### src/rtl/exec_pkg.sv
// exec_pkg: definitions shared by the execute stage and its neighbours.
//   WIDTH        - datapath width (memory access expects 16)
//   OP_*         - 4-bit opcodes; OP_LOAD/OP_STORE are also decoded by memory access
//   CTRL_BUBBLE  - control value driven downstream for an empty slot
//   is_nop_op()  - true for both NOP encodings
package exec_pkg;

   localparam int WIDTH = 16;

   localparam logic [3:0] OP_ADD   = 4'b0000;
   localparam logic [3:0] OP_SUB   = 4'b0001;
   localparam logic [3:0] OP_AND   = 4'b0010;
   localparam logic [3:0] OP_OR    = 4'b0011;
   localparam logic [3:0] OP_XOR   = 4'b0100;
   localparam logic [3:0] OP_NOT   = 4'b0101;
   localparam logic [3:0] OP_SLL   = 4'b0110;
   localparam logic [3:0] OP_SRL   = 4'b0111;
   localparam logic [3:0] OP_SRA   = 4'b1000;
   localparam logic [3:0] OP_MUL   = 4'b1001;
   localparam logic [3:0] OP_SLT   = 4'b1010;
   localparam logic [3:0] OP_LUI   = 4'b1011;
   localparam logic [3:0] OP_LOAD  = 4'b1100;
   localparam logic [3:0] OP_NOP1  = 4'b1101;
   localparam logic [3:0] OP_STORE = 4'b1110;
   localparam logic [3:0] OP_NOP   = 4'b1111;

   localparam logic [3:0] CTRL_BUBBLE = 4'b1111;

   function automatic logic is_nop_op(input logic [3:0] op);
      return (op == OP_NOP1) || (op == OP_NOP);
   endfunction

endpackage

### src/rtl/execute_stage_multiplier.sv
// iterative_multiplier: shift-and-add multiplier, one multiplier bit per cycle.
//   clk, reset   - rising-edge clock, synchronous active-high reset
//   abort        - drop any multiply in progress and return to idle
//   start        - latch a/b and begin (honoured only while idle)
//   a, b         - operands
//   busy         - a multiply is in progress
//   done         - final iteration cycle; product is valid this cycle only
//   product      - low WIDTH bits of a*b (valid while done)
module iterative_multiplier
   import exec_pkg::*;
#(
   parameter int WIDTH      = exec_pkg::WIDTH,
   parameter int MUL_CYCLES = WIDTH
) (
   input  logic             clk,
   input  logic             reset,
   input  logic             abort,
   input  logic             start,
   input  logic [WIDTH-1:0] a,
   input  logic [WIDTH-1:0] b,
   output logic             busy,
   output logic             done,
   output logic [WIDTH-1:0] product
);

   localparam int CNT_W = (MUL_CYCLES > 1) ? $clog2(MUL_CYCLES) : 1;
   localparam logic [CNT_W-1:0] LAST = CNT_W'(MUL_CYCLES - 1);

   localparam logic [0:0] S_IDLE     = 1'b0;
   localparam logic [0:0] S_MUL_BUSY = 1'b1;

   logic [0:0]       state_q, state_d;
   logic [CNT_W-1:0] count_q, count_d;
   logic [WIDTH-1:0] a_q, a_d;
   logic [WIDTH-1:0] b_q, b_d;
   logic [WIDTH-1:0] acc_q, acc_d;
   logic [WIDTH-1:0] partial;
   logic [WIDTH-1:0] sum;

   // The last iteration's partial product is folded in combinationally so the
   // full product is available on the same edge that leaves the busy state.
   always_comb begin
      partial = b_q[count_q] ? (a_q << count_q) : '0;
      sum     = acc_q + partial;
   end

   assign busy    = (state_q == S_MUL_BUSY);
   assign done    = busy && (count_q == LAST);
   assign product = sum;

   always_comb begin
      state_d = state_q;
      count_d = count_q;
      a_d     = a_q;
      b_d     = b_q;
      acc_d   = acc_q;
      case (state_q)
         S_IDLE: begin
            if (start) begin
               state_d = S_MUL_BUSY;
               a_d     = a;
               b_d     = b;
               count_d = '0;
               acc_d   = '0;
            end
         end
         default: begin
            acc_d   = sum;
            count_d = count_q + 1'b1;
            if (count_q == LAST) begin
               state_d = S_IDLE;
               count_d = '0;
            end
         end
      endcase
      if (abort) begin
         state_d = S_IDLE;
         count_d = '0;
      end
   end

   always_ff @(posedge clk) begin
      if (reset) begin
         state_q <= S_IDLE;
         count_q <= '0;
         a_q     <= '0;
         b_q     <= '0;
         acc_q   <= '0;
      end else begin
         state_q <= state_d;
         count_q <= count_d;
         a_q     <= a_d;
         b_q     <= b_d;
         acc_q   <= acc_d;
      end
   end

endmodule

### src/rtl/execute_stage.sv
// execute_stage: pipeline execute stage feeding memory access.
// Computes ALU results / load-store addresses in one cycle and registers the
// outputs memory access consumes. With macro EXEC_MUL_EN defined, opcode MUL
// runs on an iterative multiplier for MUL_CYCLES cycles while decode is stalled
// and bubbles are issued; without it, MUL is treated as a NOP and stall_ex is 0.
//   clk, reset            - rising-edge clock, synchronous active-high reset
//   valid_id, control_id, operand_a_id, operand_b_id, reg_data_id,
//   dest_reg_index_id, dest_reg_write_en_id
//                         - decoded instruction from decode
//   flush_ex              - kill current and in-flight instruction
//   stall_ex              - decode must hold its outputs
//   control_ex, result_ex, reg_data_ex, dest_reg_index_ex, dest_reg_write_en_ex
//                         - registered outputs to memory access
module execute_stage
   import exec_pkg::*;
#(
   parameter int WIDTH      = exec_pkg::WIDTH,
   parameter int MUL_CYCLES = 16
) (
   input  logic             clk,
   input  logic             reset,
   input  logic             valid_id,
   input  logic [3:0]       control_id,
   input  logic [WIDTH-1:0] operand_a_id,
   input  logic [WIDTH-1:0] operand_b_id,
   input  logic [WIDTH-1:0] reg_data_id,
   input  logic [4:0]       dest_reg_index_id,
   input  logic             dest_reg_write_en_id,
   input  logic             flush_ex,
   output logic             stall_ex,
   output logic [3:0]       control_ex,
   output logic [WIDTH-1:0] result_ex,
   output logic [WIDTH-1:0] reg_data_ex,
   output logic [4:0]       dest_reg_index_ex,
   output logic             dest_reg_write_en_ex
);

   // One multiplier bit is consumed per iteration, so the iteration count has
   // to match the operand width.
   if (MUL_CYCLES != WIDTH) begin : g_bad_cfg
      $error("execute_stage: MUL_CYCLES must equal WIDTH");
   end

   logic [3:0]       control_q, control_d;
   logic [WIDTH-1:0] result_q, result_d;
   logic [WIDTH-1:0] reg_data_q, reg_data_d;
   logic [4:0]       dest_idx_q, dest_idx_d;
   logic             dest_we_q, dest_we_d;
   logic [WIDTH-1:0] alu_result;
   logic             issue;

   // ---------------------------------------------------------------- ALU
   always_comb begin
      alu_result = '0;
      case (control_id)
         OP_ADD:   alu_result = operand_a_id + operand_b_id;
         OP_SUB:   alu_result = operand_a_id - operand_b_id;
         OP_AND:   alu_result = operand_a_id & operand_b_id;
         OP_OR:    alu_result = operand_a_id | operand_b_id;
         OP_XOR:   alu_result = operand_a_id ^ operand_b_id;
         OP_NOT:   alu_result = ~operand_a_id;
         OP_SLL:   alu_result = operand_a_id << operand_b_id[3:0];
         OP_SRL:   alu_result = operand_a_id >> operand_b_id[3:0];
         OP_SRA:   alu_result = $signed(operand_a_id) >>> operand_b_id[3:0];
         OP_SLT:   alu_result = {{(WIDTH-1){1'b0}},
                                 ($signed(operand_a_id) < $signed(operand_b_id))};
         OP_LUI:   alu_result = operand_b_id << 8;
         OP_LOAD,
         OP_STORE: alu_result = operand_a_id + operand_b_id;
         default:  alu_result = '0;
      endcase
   end

`ifdef EXEC_MUL_EN
   // ---------------------------------------------------------- multiplier
   logic             mul_start;
   logic             mul_busy;
   logic             mul_done;
   logic [WIDTH-1:0] mul_product;
   logic [4:0]       mul_idx_q, mul_idx_d;
   logic             mul_we_q, mul_we_d;

   // Only accepted from idle; inputs seen while busy are the stalled MUL itself.
   assign mul_start = valid_id && (control_id == OP_MUL) && !flush_ex && !mul_busy;

   iterative_multiplier #(
      .WIDTH      (WIDTH),
      .MUL_CYCLES (MUL_CYCLES)
   ) u_mul (
      .clk     (clk),
      .reset   (reset),
      .abort   (flush_ex),
      .start   (mul_start),
      .a       (operand_a_id),
      .b       (operand_b_id),
      .busy    (mul_busy),
      .done    (mul_done),
      .product (mul_product)
   );

   // Stall drops in the final busy cycle so decode advances on the edge that
   // issues the product.
   always_comb begin
      stall_ex = (!mul_busy && valid_id && (control_id == OP_MUL)) ||
                 (mul_busy && !mul_done);
      if (flush_ex) stall_ex = 1'b0;
   end

   always_comb begin
      mul_idx_d = mul_idx_q;
      mul_we_d  = mul_we_q;
      if (mul_start) begin
         mul_idx_d = dest_reg_index_id;
         mul_we_d  = dest_reg_write_en_id;
      end
   end

   always_ff @(posedge clk) begin
      if (reset) begin
         mul_idx_q <= '0;
         mul_we_q  <= 1'b0;
      end else begin
         mul_idx_q <= mul_idx_d;
         mul_we_q  <= mul_we_d;
      end
   end
`else
   assign stall_ex = 1'b0;
`endif

   // ------------------------------------------------------- output stage
   // Bubbles only touch control and write enable; the data fields hold.
   always_comb begin
      control_d  = control_q;
      result_d   = result_q;
      reg_data_d = reg_data_q;
      dest_idx_d = dest_idx_q;
      dest_we_d  = dest_we_q;
      issue      = valid_id && !is_nop_op(control_id) && (control_id != OP_MUL);
      if (flush_ex) begin
         control_d = CTRL_BUBBLE;
         dest_we_d = 1'b0;
      end
`ifdef EXEC_MUL_EN
      else if (mul_done) begin
         control_d  = OP_MUL;
         result_d   = mul_product;
         dest_idx_d = mul_idx_q;
         dest_we_d  = mul_we_q;
      end else if (mul_busy) begin
         control_d = CTRL_BUBBLE;
         dest_we_d = 1'b0;
      end
`endif
      else if (issue) begin
         control_d  = control_id;
         result_d   = alu_result;
         reg_data_d = reg_data_id;
         dest_idx_d = dest_reg_index_id;
         dest_we_d  = dest_reg_write_en_id;
      end else begin
         control_d = CTRL_BUBBLE;
         dest_we_d = 1'b0;
      end
   end

   always_ff @(posedge clk) begin
      if (reset) begin
         control_q  <= CTRL_BUBBLE;
         result_q   <= '0;
         reg_data_q <= '0;
         dest_idx_q <= '0;
         dest_we_q  <= 1'b0;
      end else begin
         control_q  <= control_d;
         result_q   <= result_d;
         reg_data_q <= reg_data_d;
         dest_idx_q <= dest_idx_d;
         dest_we_q  <= dest_we_d;
      end
   end

   assign control_ex           = control_q;
   assign result_ex            = result_q;
   assign reg_data_ex          = reg_data_q;
   assign dest_reg_index_ex    = dest_idx_q;
   assign dest_reg_write_en_ex = dest_we_q;

endmodule

### config.mk
export PLATFORM = sky130hd
export DESIGN_NAME = execute_stage
export DESIGN_NICKNAME = d
export VERILOG_FILES = /design/src/rtl/exec_pkg.sv /design/src/rtl/execute_stage_multiplier.sv /design/src/rtl/execute_stage.sv
export SDC_FILE = /design/constraint.sdc
export NUM_CORES = 1
export LEC_CHECK = 0
export CORE_AREA = 2 2 129 131
export CTS_BUF_LIST = sky130_fd_sc_hd__clkbuf_8
export CTS_CLUSTER_DIAMETER = 60
export CTS_CLUSTER_SIZE = 30
export DETAILED_ROUTE_END_ITERATION = 12
export DIE_AREA = 0 0 131 133
export PLACE_DENSITY_LB_ADDON = 0.15
export SLEW_MARGIN = 15
export SYNTH_ARGS = -nofsm -noshare
export SYNTH_HDL_FRONTEND = slang
export SYNTH_SLANG_ARGS = --single-unit
### constraint.sdc
create_clock -name clk -period 6.65 [get_ports clk]
set_clock_uncertainty 0.2 [all_clocks]
set_input_delay 0.9975 -clock clk [delete_from_list [all_inputs] [get_ports clk]]
set_output_delay 0.9975 -clock clk [all_outputs]
set_load 0.005 [all_outputs]
# == Word-level counts from Yosys, hierarchy flattened ==
# Cells that the tools add are included.
# word_totals
reg_bits,42
inputBits,62
out_inout_bits,43
wordCells,41
# classes
n_addsub,2
magnitude_cmp,1
eq_ne,15
shift,3
n_mux,1
n_bitwise,6
reduce_logical,8
# ops
cell,count
$pmux W16 S11,1
$eq A4 B4 Y1 const B,7
$add A16 B16 Y16,1
$and A16 B16 Y16,1
$eq A4 B3 Y1 const B,4
$lt A16 B16 Y1,1
$not A16 Y16,1
$or A16 B16 Y16,1
$shl A16 B4 Y16,1
$shr A16 B4 Y16,1
$sshr A16 B4 Y16,1
$sub A16 B16 Y16,1
$xor A16 B16 Y16,1
$eq A4 B2 Y1 const B,2
$reduce_or A3 Y1,2
$eq A4 B1 Y1 const B,1
$logic_not A4 Y1,1
$ne A4 B4 Y1 const B,1
$logic_and A1 B1 Y1,2
$not A1 Y1,2
$reduce_and A2 Y1,1
$logic_not A1 Y1,1
$logic_or A1 B1 Y1,1

# == Depth between registers and ports, before layout ==
# depth
ltp_word,7
ltp_mapped,12

# == Worst setup path before layout ==
# Ideal clock, no wire load.
# synth_timing
path_type,input-to-reg
from,in operand_b_id[3]
to,reg result_q[7] (netlist: result_ex[7])
arrival_time_ps,3553
required_time_ps,6310
slack_ps,2757
stages,12
path_buffers,3
path_cell_list,clkbuf_1 clkinv_1 clkbuf_1 ha_1 clkbuf_1 inv_1 o311a_1 or3_1 a311o_1 a221o_1 o21ai_0 a311oi_1
# synth_via
elab_chain_len,2
elab_cells_between_ends,6
# synth_lines
element,line,text
from (decl),execute_stage.sv:25,"input logic [WIDTH-1:0] operand_b_id,"
$add A16 B16 Y16 (tied with other cells),"execute_stage.sv:56, execute_stage.sv:69",
$pmux W16 S11 *,execute_stage.sv:55,case (control_id)
to (signal assigned),execute_stage.sv:176,result_q <= result_d;
to (decl),execute_stage.sv:45,"logic [WIDTH-1:0] result_q, result_d;"
# Mark *: on every way between the ends. The rest lies on a longest branch, timed or not.
# A chain may end at the register's enable or synchronous reset.

# == Worst setup path after layout ==
# layout_timing
from,in operand_b_id[2]
to,reg result_q[0] (netlist: result_ex[0])
# layout_via
elab_chain_len,2
elab_cells_between_ends,5
# layout_lines
element,line,text
$lt A16 B16 Y1 (tied with other cells),execute_stage.sv:66,($signed(operand_a_id) < $signed(operand_b_id))};
$pmux W16 S11 *,execute_stage.sv:55,
# Marked as above.

==> metrics.txt <==
outcome completed; CP required 6.70 ns; routed via count 6408; kind of critical path input port to register; First-pass DRT Iterations 6; vias in the first global route 5658; WL/cell 21.8 um; PortBufs 103; Root Driver clkbuf_8; via-per-instance ratio 6.00; met3 WL 2.42 mm; # fillers 1702; final global-route overflow total 0; crit start category input port; FF+latch area 841 um2; final cycle utilization of the critical path 64.0%; DRT iter0 DRCs 768; Boundary Pins 105; worst vdd ir 0.0000734 V; fin util 42.2%; P&R area growth vs syn 22.8%; CP max FO 42; area occupied by multi-input gates 4300 um2; clock-pin slew on the worst setup and hold paths 0.10 ns; setup TNS 0 ns; largest net degree at the start of global routing 44; H-Tree Depth 2; Placement Setup Slack 2.19 ns; layout cell share with drive strength beyond 1 6.72%; DRC 0; Initial Utilization 34.3%; HPWL reported at the end of detailed placement 17.5 mm; nets@finish 960; initial antenna violation count 0; CTS tree done; most frequent cells in the layout nand2_1, clkdlybuf4s50_1, nor2_1; Hold Fails Final Rpt 0; final setup fails 0; Syn Area/Cell 7.14 um2; Power, Total 0.927 mW; maxcap violations 0; EDFF count, synth 0; Slew Viols, Final 0; worst slew pin tran 0.898 ns; clk buf depth 2; chip width 131 um; setup bufs post-CTS 0; num rows 47; PD cells 136 nW/um2; M1 WL 9.83 mm; post-synthesis cell count 778; global-route wire length before repair 34.5 mm; Die ar. 17400 um2; commonest non-fill, non-tap cell in the layout nand2_1; CTS Buf Count 5; Synth Warn # 0; clock latency at the later pin of the worst-skew pair 0.31 ns; CTS Sinks 42; static leakage 2.65 nW; gr usage total 26.1%; # diodes 0; count of cell types in the netlist 74; RSZ-0062 raised after global routing false; Met2 Wirelength 10.2 mm; Top FF cell, synth dfxtp_1; Rel. slew slack 40.0%; CP Capture Type register; CTS resizes 0; Max Fclk 235 MHz; Top Metal Used met4; die height 133 um; minimum clock period 4.26 ns; routability cong. 0.970; Post-Layout Cell Count 1068; Seq/Total Area, Yosys 15.1%; hold buffer count at cts 0; Core Area 16200 um2; Critical Path AT 4.31 ns; slack of the critical path 2.39 ns; WL final 23.3 mm; Hold WC Path Type register to register; antenna viol nets, final 0; Synth Net Count 891; Post-synth ARST share 0%; placed instance count 1060; area of the mapped netlist 5550 um2; Yosys reg bits 42
[worst paths after layout]
path | startpoint | to | slack (ns) | depth (start not counted)
worst max-delay path | operand_b_id[2] | result_ex[0] | 2.39 | 11
worst min-delay path | reg_data_ex[11] | reg_data_ex[11] | 0.26 | 2
worst max register to register | result_ex[13] | result_ex[13] | 5.59 | 3
worst min register to register | reg_data_ex[11] | reg_data_ex[11] | 0.26 | 2
[power by group]
group / internal [mW] / total, mW / switching [mW]
combinational: 0.177 / 0.431 / 0.255
clock: 0.113 / 0.222 / 0.110
sequential: 0.265 / 0.273 / 0.00810
[cell families after synthesis]
| logic type | after synthesis | share of synthesized area [%] |
|---|---|---|
| buf+inv | 101 | 7.48 |
| fa+ha+maj | 51 | 11.8 |
| mux | 49 | 11.8 |
| simple gates | 269 | 22.4 |
| flops | 42 | 15.1 |
| compound gates | 259 | 30.5 |
| xor+xnor | 6 | 0.946 |
| other cells | 1 | 0.0675 |
[critical path, cell delays in order]
cell             delay (ns)
clkdlybuf4s50_1        0.45
buf_4                  0.36
inv_2                  0.27
ha_1                   0.55
o21bai_1               0.13
a21oi_1                0.44
o211ai_1               0.23
a311o_1                0.37
a41oi_1                0.22
o21ai_0                0.12
a21oi_1                0.16
[registers in the layout, indices dropped and copies added (netlist names)]
name and count:
control_ex 4, dest_reg_index_ex 5, dest_reg_write_en_ex 1, reg_data_ex 16, result_ex 16
[synth_stat cells (all sizes together), types with 4 or more instances]
library cell	instances	area, um2
a2bb2oi	6	52.6
a31oi	16	100
a21oi	70	350
clkbuf	27	103
mux4	12	270
a211oi	12	90.1
dfxtp	42	841
inv	45	169
o21ai	59	295
a221o	5	50.1
o2111ai	5	43.8
o2bb2ai	5	43.8
a311oi	7	78.8
a22oi	5	37.5
buf	27	136
nand2b	16	108
or3	8	50.1
nor2	74	278
nand2	106	400
nor3	19	95.1
mux2i	26	260
o21a	4	30.0
xnor2	5	43.8
nor4	4	25.0
o22ai	13	81.3
nand3	12	60.1
o211ai	12	90.1
nor2b	7	43.8
o21bai	6	45.0
and3	4	25.0
o221ai	5	43.8
a2111oi	4	35.0
ha	49	613
mux2	11	124
[cell type report]
type / instances / share of cell area, %
flip-flops and latches: 42 / 12.3
multi-input cells: 635 / 63.0
inverters: 47 / 2.59
repair buffers: 116 / 16.4
clock buffers: 5 / 1.01
clock inverters: 3 / 0.642
well taps: 220 / 4.04
[layer usage]
| metal | global-route usage [%] | up-vias |
|---|---|---|
| met3 | 4.69 | 55 |
| met4 | 9.75 | 0 |
| met2 | 38.9 | 387 |
| li1 | - | 2978 |
| met1 | 37.3 | 2988 |
| met5 | 0 | - |
[stage by stage]
step	hold WS [ns]	instance area, um2
after detailed placement	0.248	6710
after global routing	0.282	6820
after global placement	0.243	6710
after CTS	0.262	6820
after floorplan	0.253	5550
final	0.260	6820
Note: power is estimated with default switching activity, not from simulation.
